### config.mk
export PLATFORM = sky130hd
export DESIGN_NAME = sync_fifo_ctrl_flat
export DESIGN_NICKNAME = d
export VERILOG_FILES = /design/src/rtl/sync_fifo_ctrl_if.sv /design/src/rtl/sync_fifo_ctrl.sv /design/src/flat_wrapper.sv
export SDC_FILE = /design/constraint.sdc
export NUM_CORES = 2
export LEC_CHECK = 0
export CAP_MARGIN = 40
export CORE_UTILIZATION = 60
export DETAILED_ROUTE_END_ITERATION = 10
export PLACE_DENSITY = 0.74
export SLEW_MARGIN = 20
export SYNTH_ARGS = -nofsm -noshare
export SYNTH_HDL_FRONTEND = slang
export SYNTH_SLANG_ARGS = --single-unit
### constraint.sdc
create_clock -name clk -period 7.9 [get_ports clk]
set_input_delay 1.975 -clock clk [delete_from_list [all_inputs] [get_ports clk]]
set_output_delay 1.975 -clock clk [all_outputs]
set_load 0.01 [all_outputs]
### src/rtl/sync_fifo_ctrl_if.sv
// Producer/consumer handshake bundle for sync_fifo_ctrl.
// Error flag signals exist only when SYNC_FIFO_ERR_EN is defined.
interface sync_fifo_ctrl_if #(
    parameter int Data_Width = 8,
    parameter int Addr_Width = 8
);
    logic                  wr_en;
    logic [Data_Width-1:0] data_in;
    logic                  rd_en;
    logic [Data_Width-1:0] data_out;
    logic                  rd_valid;
    logic                  full;
    logic                  empty;
    logic                  almost_full;
    logic                  almost_empty;
    logic [Addr_Width:0]   fill_level;
`ifdef SYNC_FIFO_ERR_EN
    logic                  overflow;
    logic                  underflow;
    logic                  err_clr;
`endif

    // Producer/consumer side
    modport master (
        output wr_en, data_in, rd_en,
`ifdef SYNC_FIFO_ERR_EN
        output err_clr,
        input  overflow, underflow,
`endif
        input  data_out, rd_valid, full, empty, almost_full, almost_empty, fill_level
    );

    // FIFO side
    modport slave (
        input  wr_en, data_in, rd_en,
`ifdef SYNC_FIFO_ERR_EN
        input  err_clr,
        output overflow, underflow,
`endif
        output data_out, rd_valid, full, empty, almost_full, almost_empty, fill_level
    );
endinterface

### src/rtl/sync_fifo_ctrl.sv
// Single-clock FIFO with fill level and programmable almost-full/almost-empty flags.
// Optional sticky overflow/underflow flags are built when SYNC_FIFO_ERR_EN is defined.
module sync_fifo_ctrl #(
    parameter int Data_Width = 8,
    parameter int Addr_Width = 8,
    parameter int Depth      = 256,
    parameter int AF_Thresh  = 252,
    parameter int AE_Thresh  = 4
) (
    input  logic                  clk,
    input  logic                  rstn,
    sync_fifo_ctrl_if.slave       bus
);
    localparam int PtrW = Addr_Width + 1;

    logic [PtrW-1:0]       r_wr_ptr;
    logic [PtrW-1:0]       r_rd_ptr;
    logic [Data_Width-1:0] r_mem [Depth];
    logic [Data_Width-1:0] r_data_out;
    logic                  r_rd_valid;

    logic [PtrW-1:0]       w_fill;
    logic                  w_full;
    logic                  w_empty;
    logic                  w_wr_acc;
    logic                  w_rd_acc;

    // Extra pointer MSB distinguishes full from empty when the low bits match
    assign w_fill   = r_wr_ptr - r_rd_ptr;
    assign w_full   = (w_fill == PtrW'(Depth));
    assign w_empty  = (w_fill == '0);
    assign w_wr_acc = bus.wr_en && !w_full;
    assign w_rd_acc = bus.rd_en && !w_empty;

    always_ff @(posedge clk) begin
        if (w_wr_acc) begin
            r_mem[r_wr_ptr[Addr_Width-1:0]] <= bus.data_in;
        end
    end

    always_ff @(posedge clk or negedge rstn) begin
        if (!rstn) begin
            r_wr_ptr   <= '0;
            r_rd_ptr   <= '0;
            r_data_out <= '0;
            r_rd_valid <= 1'b0;
        end else begin
            r_rd_valid <= w_rd_acc;
            if (w_wr_acc) begin
                r_wr_ptr <= r_wr_ptr + 1'b1;
            end
            if (w_rd_acc) begin
                r_data_out <= r_mem[r_rd_ptr[Addr_Width-1:0]];
                r_rd_ptr   <= r_rd_ptr + 1'b1;
            end
        end
    end

    assign bus.data_out     = r_data_out;
    assign bus.rd_valid     = r_rd_valid;
    assign bus.fill_level   = w_fill;
    assign bus.full         = w_full;
    assign bus.empty        = w_empty;
    assign bus.almost_full  = (w_fill >= PtrW'(AF_Thresh));
    assign bus.almost_empty = (w_fill <= PtrW'(AE_Thresh));

`ifdef SYNC_FIFO_ERR_EN
    logic r_overflow;
    logic r_underflow;

    // A new error in the same cycle as err_clr keeps the flag set
    always_ff @(posedge clk or negedge rstn) begin
        if (!rstn) begin
            r_overflow  <= 1'b0;
            r_underflow <= 1'b0;
        end else begin
            if (bus.wr_en && w_full) begin
                r_overflow <= 1'b1;
            end else if (bus.err_clr) begin
                r_overflow <= 1'b0;
            end
            if (bus.rd_en && w_empty) begin
                r_underflow <= 1'b1;
            end else if (bus.err_clr) begin
                r_underflow <= 1'b0;
            end
        end
    end

    assign bus.overflow  = r_overflow;
    assign bus.underflow = r_underflow;
`endif
endmodule

### src/flat_wrapper.sv
// flat-port wrapper written by rule: the top's interface ports become plain ports
module sync_fifo_ctrl_flat 
#(
    parameter int Data_Width = 8,
    parameter int Addr_Width = 8,
    parameter int Depth      = 256,
    parameter int AF_Thresh  = 252,
    parameter int AE_Thresh  = 4
)
  (clk, rstn, bus_wr_en, bus_data_in, bus_rd_en, bus_data_out, bus_rd_valid, bus_full, bus_empty, bus_almost_full, bus_almost_empty, bus_fill_level);
  sync_fifo_ctrl_if #(.Data_Width(Data_Width), .Addr_Width(Addr_Width)) bus_i ();
  input  logic clk;
  input  logic rstn;
  input wire logic [$bits(bus_i.wr_en)-1:0] bus_wr_en;
  input wire logic [$bits(bus_i.data_in)-1:0] bus_data_in;
  input wire logic [$bits(bus_i.rd_en)-1:0] bus_rd_en;
  output wire logic [$bits(bus_i.data_out)-1:0] bus_data_out;
  output wire logic [$bits(bus_i.rd_valid)-1:0] bus_rd_valid;
  output wire logic [$bits(bus_i.full)-1:0] bus_full;
  output wire logic [$bits(bus_i.empty)-1:0] bus_empty;
  output wire logic [$bits(bus_i.almost_full)-1:0] bus_almost_full;
  output wire logic [$bits(bus_i.almost_empty)-1:0] bus_almost_empty;
  output wire logic [$bits(bus_i.fill_level)-1:0] bus_fill_level;
  assign bus_i.wr_en = bus_wr_en;
  assign bus_i.data_in = bus_data_in;
  assign bus_i.rd_en = bus_rd_en;
  assign bus_data_out = bus_i.data_out;
  assign bus_rd_valid = bus_i.rd_valid;
  assign bus_full = bus_i.full;
  assign bus_empty = bus_i.empty;
  assign bus_almost_full = bus_i.almost_full;
  assign bus_almost_empty = bus_i.almost_empty;
  assign bus_fill_level = bus_i.fill_level;
  sync_fifo_ctrl #(.Data_Width(Data_Width), .Addr_Width(Addr_Width), .Depth(Depth), .AF_Thresh(AF_Thresh), .AE_Thresh(AE_Thresh)) u_core (.clk(clk), .rstn(rstn), .bus(bus_i));
endmodule
Word-level counts from Yosys, hierarchy flattened
Memory sizes are Yosys's and may differ from the RTL's. A register that Yosys moved wholly into a read port is not among the register bits. Index checks and enable logic that the tools add are counted.

Output and inout bits: 22. Bits in writable memories: 2048. Logic and storage cells: 18. Flip-flop bits (word level): 19. Memories: 1.

Memories: u_core.r_mem (depth 256, bits a word 8, read ports 1, clocked after memory_dff 1, wr ports 1, line sync_fifo_ctrl.sv:18) `logic [Data_Width-1:0] r_mem [Depth];`.

Add/sub/neg operators: 3. Reduce and logical (&&, ||, !) cells: 6. Magnitude comparators: 2. Equal/unequal tests: 1. Mux-type cells: 2.

Operators with widths (count): $add 9x1->9 const B (2); $eq 9x9->1 const B (1); $ge 9x8->1 const B (1); $le 9x3->1 const B (1); $logic_not 9->1 (1); $sub 9x9->9 (1); $logic_not 1->1 (3); $logic_and 1x1->1 (2); $mux 1 (2).

Longest topological paths before layout
Depth in word-level cells: 6. Gate-level depth with buffers: 15.

Worst setup path before layout
OpenSTA, ideal clock, no wires.

Path kind: register to output. Start: register u_core.r_rd_ptr[1]. End: output port bus_almost_empty. Buffers on the path: 4. Data required time: 5925 ps. Data arrival time: 3732 ps. Cell stages (with the launch flop): 13. Slack: 2193 ps. Cells stage by stage: dfrtp_1 buf_2 clkbuf_1 inv_1 buf_2 clkbuf_1 fa_1 a211o_1 a211o_1 a211o_1 a21oi_1 nor2_1 a2111oi_0.

Word-level cells in the longest chain between the ends: 2.

Ends and longest elaborated chain: from (decl) (line sync_fifo_ctrl.sv:17) `logic [PtrW-1:0] r_rd_ptr;`; from (signal assigned) (line sync_fifo_ctrl.sv:54) `r_rd_ptr <= r_rd_ptr + 1'b1;`; $sub 9x9->9 (line sync_fifo_ctrl.sv:29) `assign w_fill = r_wr_ptr - r_rd_ptr;`; named net bus_fill_level[8] (line flat_wrapper.sv:23) `output wire logic [$bits(bus_i.fill_level)-1:0] bus_fill_level;`; $le 9x3->1 (line sync_fifo_ctrl.sv:65) `assign bus.almost_empty = (w_fill <= PtrW'(AE_Thresh));`; to (decl) (line flat_wrapper.sv:22) `output wire logic [$bits(bus_i.almost_empty)-1:0] bus_almost_empty;`.

The timed path passes the listed nets, and every way through them passes these cells.

Worst setup path in the final report
Start: register u_core.r_rd_ptr[0]. End: output port bus_almost_empty.

Word-level cells in the longest chain between the ends: 2.

Ends and longest elaborated chain (line): $sub 9x9->9 (sync_fifo_ctrl.sv:29); $le 9x3->1 (sync_fifo_ctrl.sv:65).

No other way between the ends.

==> out/metrics.cfg <==
[outcome]
status = complete, but fails checks
violations = design-rule violations

[synthesis]
synth.distinct_cells = 65
synth_seq_cells = 2075
post-synth-top-count-cell = edfxtp_1
synthCells = 3907
synth_edf_count = 2048
syn_avg_cell_area_sq_um = 20.7
mappedNetlistArea_sq_mm = 0.0810
syn_nets = 3933
synth_common_cells = edfxtp_1 (2,048), mux4_2 (497), nor2_1 (218), clkbuf_1 (132), nand2_1 (127)
synth_warnings = 0
ys_top_cells_by_area = edfxtp_1 (76%), mux4_2 (14%), nor2_1 (1.0%)
ys.flop_type = edfxtp_1
synth_top_cell_by_area = edfxtp_1
post-synth-top-area-fraction = 0.760
async_flop_share = 0.0130
ys_seq_area_frac = 0.768

[pwr]
power_mw = 30.7
peakVddDrop_mv = 0.439
power.leakage_nw = 28.3
p_per_area_mw_per_mm2 = 338

[timing]
fmax_ghz = 0.147
hold_violations = 0
setup_viol = 0
relSlewSlack = 0.144
rsz0062_at_grt = false
finalCritPeriodShare = 0.864
fin_setup_tns_ps = 0
period_needed_ps = 6820
worstMarginPinSlew_ps = 1280
maxSlewViolCount = 0
skew_ps = 40.0

[placed_design]
io_buffers = 33
gp_congestion = 0.916
dp_hpwl_um = 123000
placed_cell_area_sq_mm = 0.0842

[worst_setup_path]
critical_path_class = flop to output pin
end_kind = output pin
cp.arrival_ps = 4850
ff2ff_path_depth = 10
cp_max_fo = 26
r2r-start = u_core.r_rd_ptr[0]
crit_start = u_core.r_rd_ptr[0]
r2r_setup_slack_ps = 2410
cp_data_required_time_ps = 5930
start_kind = flop

[final_layout]
n_fill_cell = 8086
syn_to_final_growth_pct = 12.2
utilization = 0.680
layout.nets = 4140
fin_area_sq_mm = 0.0908
drive_gt1_frac = 0.244

[drt]
ant_nets = 0
wire_per_inst_um = 34.2
drc_errors = 4
finalWirelength_um = 207000
dr_total_vias = 42000
viasPerCell = 6.95
dr.first_iter.drc_count = 6404
dr.pass1.iters = 9

[job]
cap_viol_max_count = 0

[die]
dieArea_sq_mm = 0.136
initial_utilization = 0.606
core_area_sq_mm = 0.134
die_x_um = 369
die_height_um = 369
io_pins = 34
num_rows = 134

[clock_tree]
clockRootBuffer = clkbuf_16
cts_tree = built
cts_buffers = 194
clockBufferDepth = 3
cts_resized = 0
cts_num_sinks = 2075
postCtsSetupBuffers = 0
clkTransAtPathRegs_ps = 60
hold_buffers = 0
clkLatencyLatePin_ps = 850
htreeDepth = 4

[grt]
grt_first_pass_wirelength_um = 294000
grt_overflow_total = 0
grt_pass1_vias = 41100
grt_antenna_before_repair = 11
track_usage = 0.306
grt_start_max_net_pins = 201

[hold_path]
min_path_type = flop to flop
hold_path_depth = 1
worstHoldStart = u_core.r_wr_ptr[8]

registers in the layout (all words and copies together) (netlist names):
register and cells:
u_core.r_mem 2048, u_core.r_rd_ptr 9, u_core.r_wr_ptr 9, u_core.bus.data_out 8
u_core.bus.rd_valid 1
cells by family (layout without fill, tap and decap cells):
family / count (synthesis) / after routing / synth area share
flops: 2075 / 2075 / 0.768
compound gates: 359 / 359 / 0.0308
simple gates: 613 / 613 / 0.0351
xor+xnor: 21 / 21 / 0.00227
other cells: 0 / 2 / 0
fa+ha+maj: 14 / 14 / 0.00226
mux: 568 / 568 / 0.147
buf+inv: 257 / 621 / 0.0144
metal layers:
layer  GRT usage  part of all wire
met5           0           0.00018
met4       0.132             0.043
met2       0.459              0.47
met3      0.0782              0.13
met1       0.434              0.36
where the power goes:
part | internal, mW | leakage, nW | switching [mW]
Clock | 5.17 | 3.00 | 3.97
Sequential | 12.3 | 18.7 | 0.245
Combinational | 3.59 | 6.60 | 5.45
Total | 21.0 | 28.3 | 9.66
stage by stage:
stage | std cells | worst slack, ps | hold WS (ps)
floorplan | 3907 | 2190 | 498
global placement | 5608 | 1990 | 547
detailed placement | 5649 | 1990 | 566
CTS | 6002 | 1050 | 566
global route | 6039 | 871 | 593
finish | 6041 | 1080 | 578
cell type report:
cell class                      count  area [sq um]  share of cell area
Multi-Input combinational cell   1575         17700               0.195
Tap cell                         1768          2210              0.0244
Clock buffer                      251          5200              0.0573
Antenna cell                        2          5.00           0.0000551
Clock inverter                    102           956              0.0105
Timing Repair Buffer              252          2510              0.0276
Sequential cell                  2075         62200               0.685
Inverter                           16          60.1            0.000661
placed cells by master (no fill, tap or decap), types with 24 or more instances in the layout:
master           instances
nor3_1                 106
a21oi_1                 73
clkinv_1                43
a31oi_1                 26
buf_4                  157
nor2_1                 216
nand3_1                 61
a22oi_1                 92
clkdlybuf4s50_1         24
clkbuf_1                49
edfxtp_1              2048
o21ai_0                 40
clkbuf_16              199
clkinv_2                24
mux2i_1                 63
nand2_1                127
mux4_2                 497
worst max-delay path: stages (launching register included):
cell and delay, ps:
dfrtp_4 790, ha_1 270, inv_1 60, fa_1 400, a211o_1 350, a211o_1 310, a211o_1 280, a21oi_1 370
nor2_1 180, a2111oi_0 380, clkdlybuf4s50_1 620
worst paths after layout:
check | end
setup / recovery | bus_almost_empty
hold / removal | u_core.r_wr_ptr[8]
setup reg to reg | u_core.r_mem[233][7]
hold reg to reg | u_core.r_wr_ptr[8]
max in group asynchronous | u_core.r_rd_ptr[1]
min in group asynchronous | u_core.r_rd_ptr[3]
(Power assumes the default switching activity.)
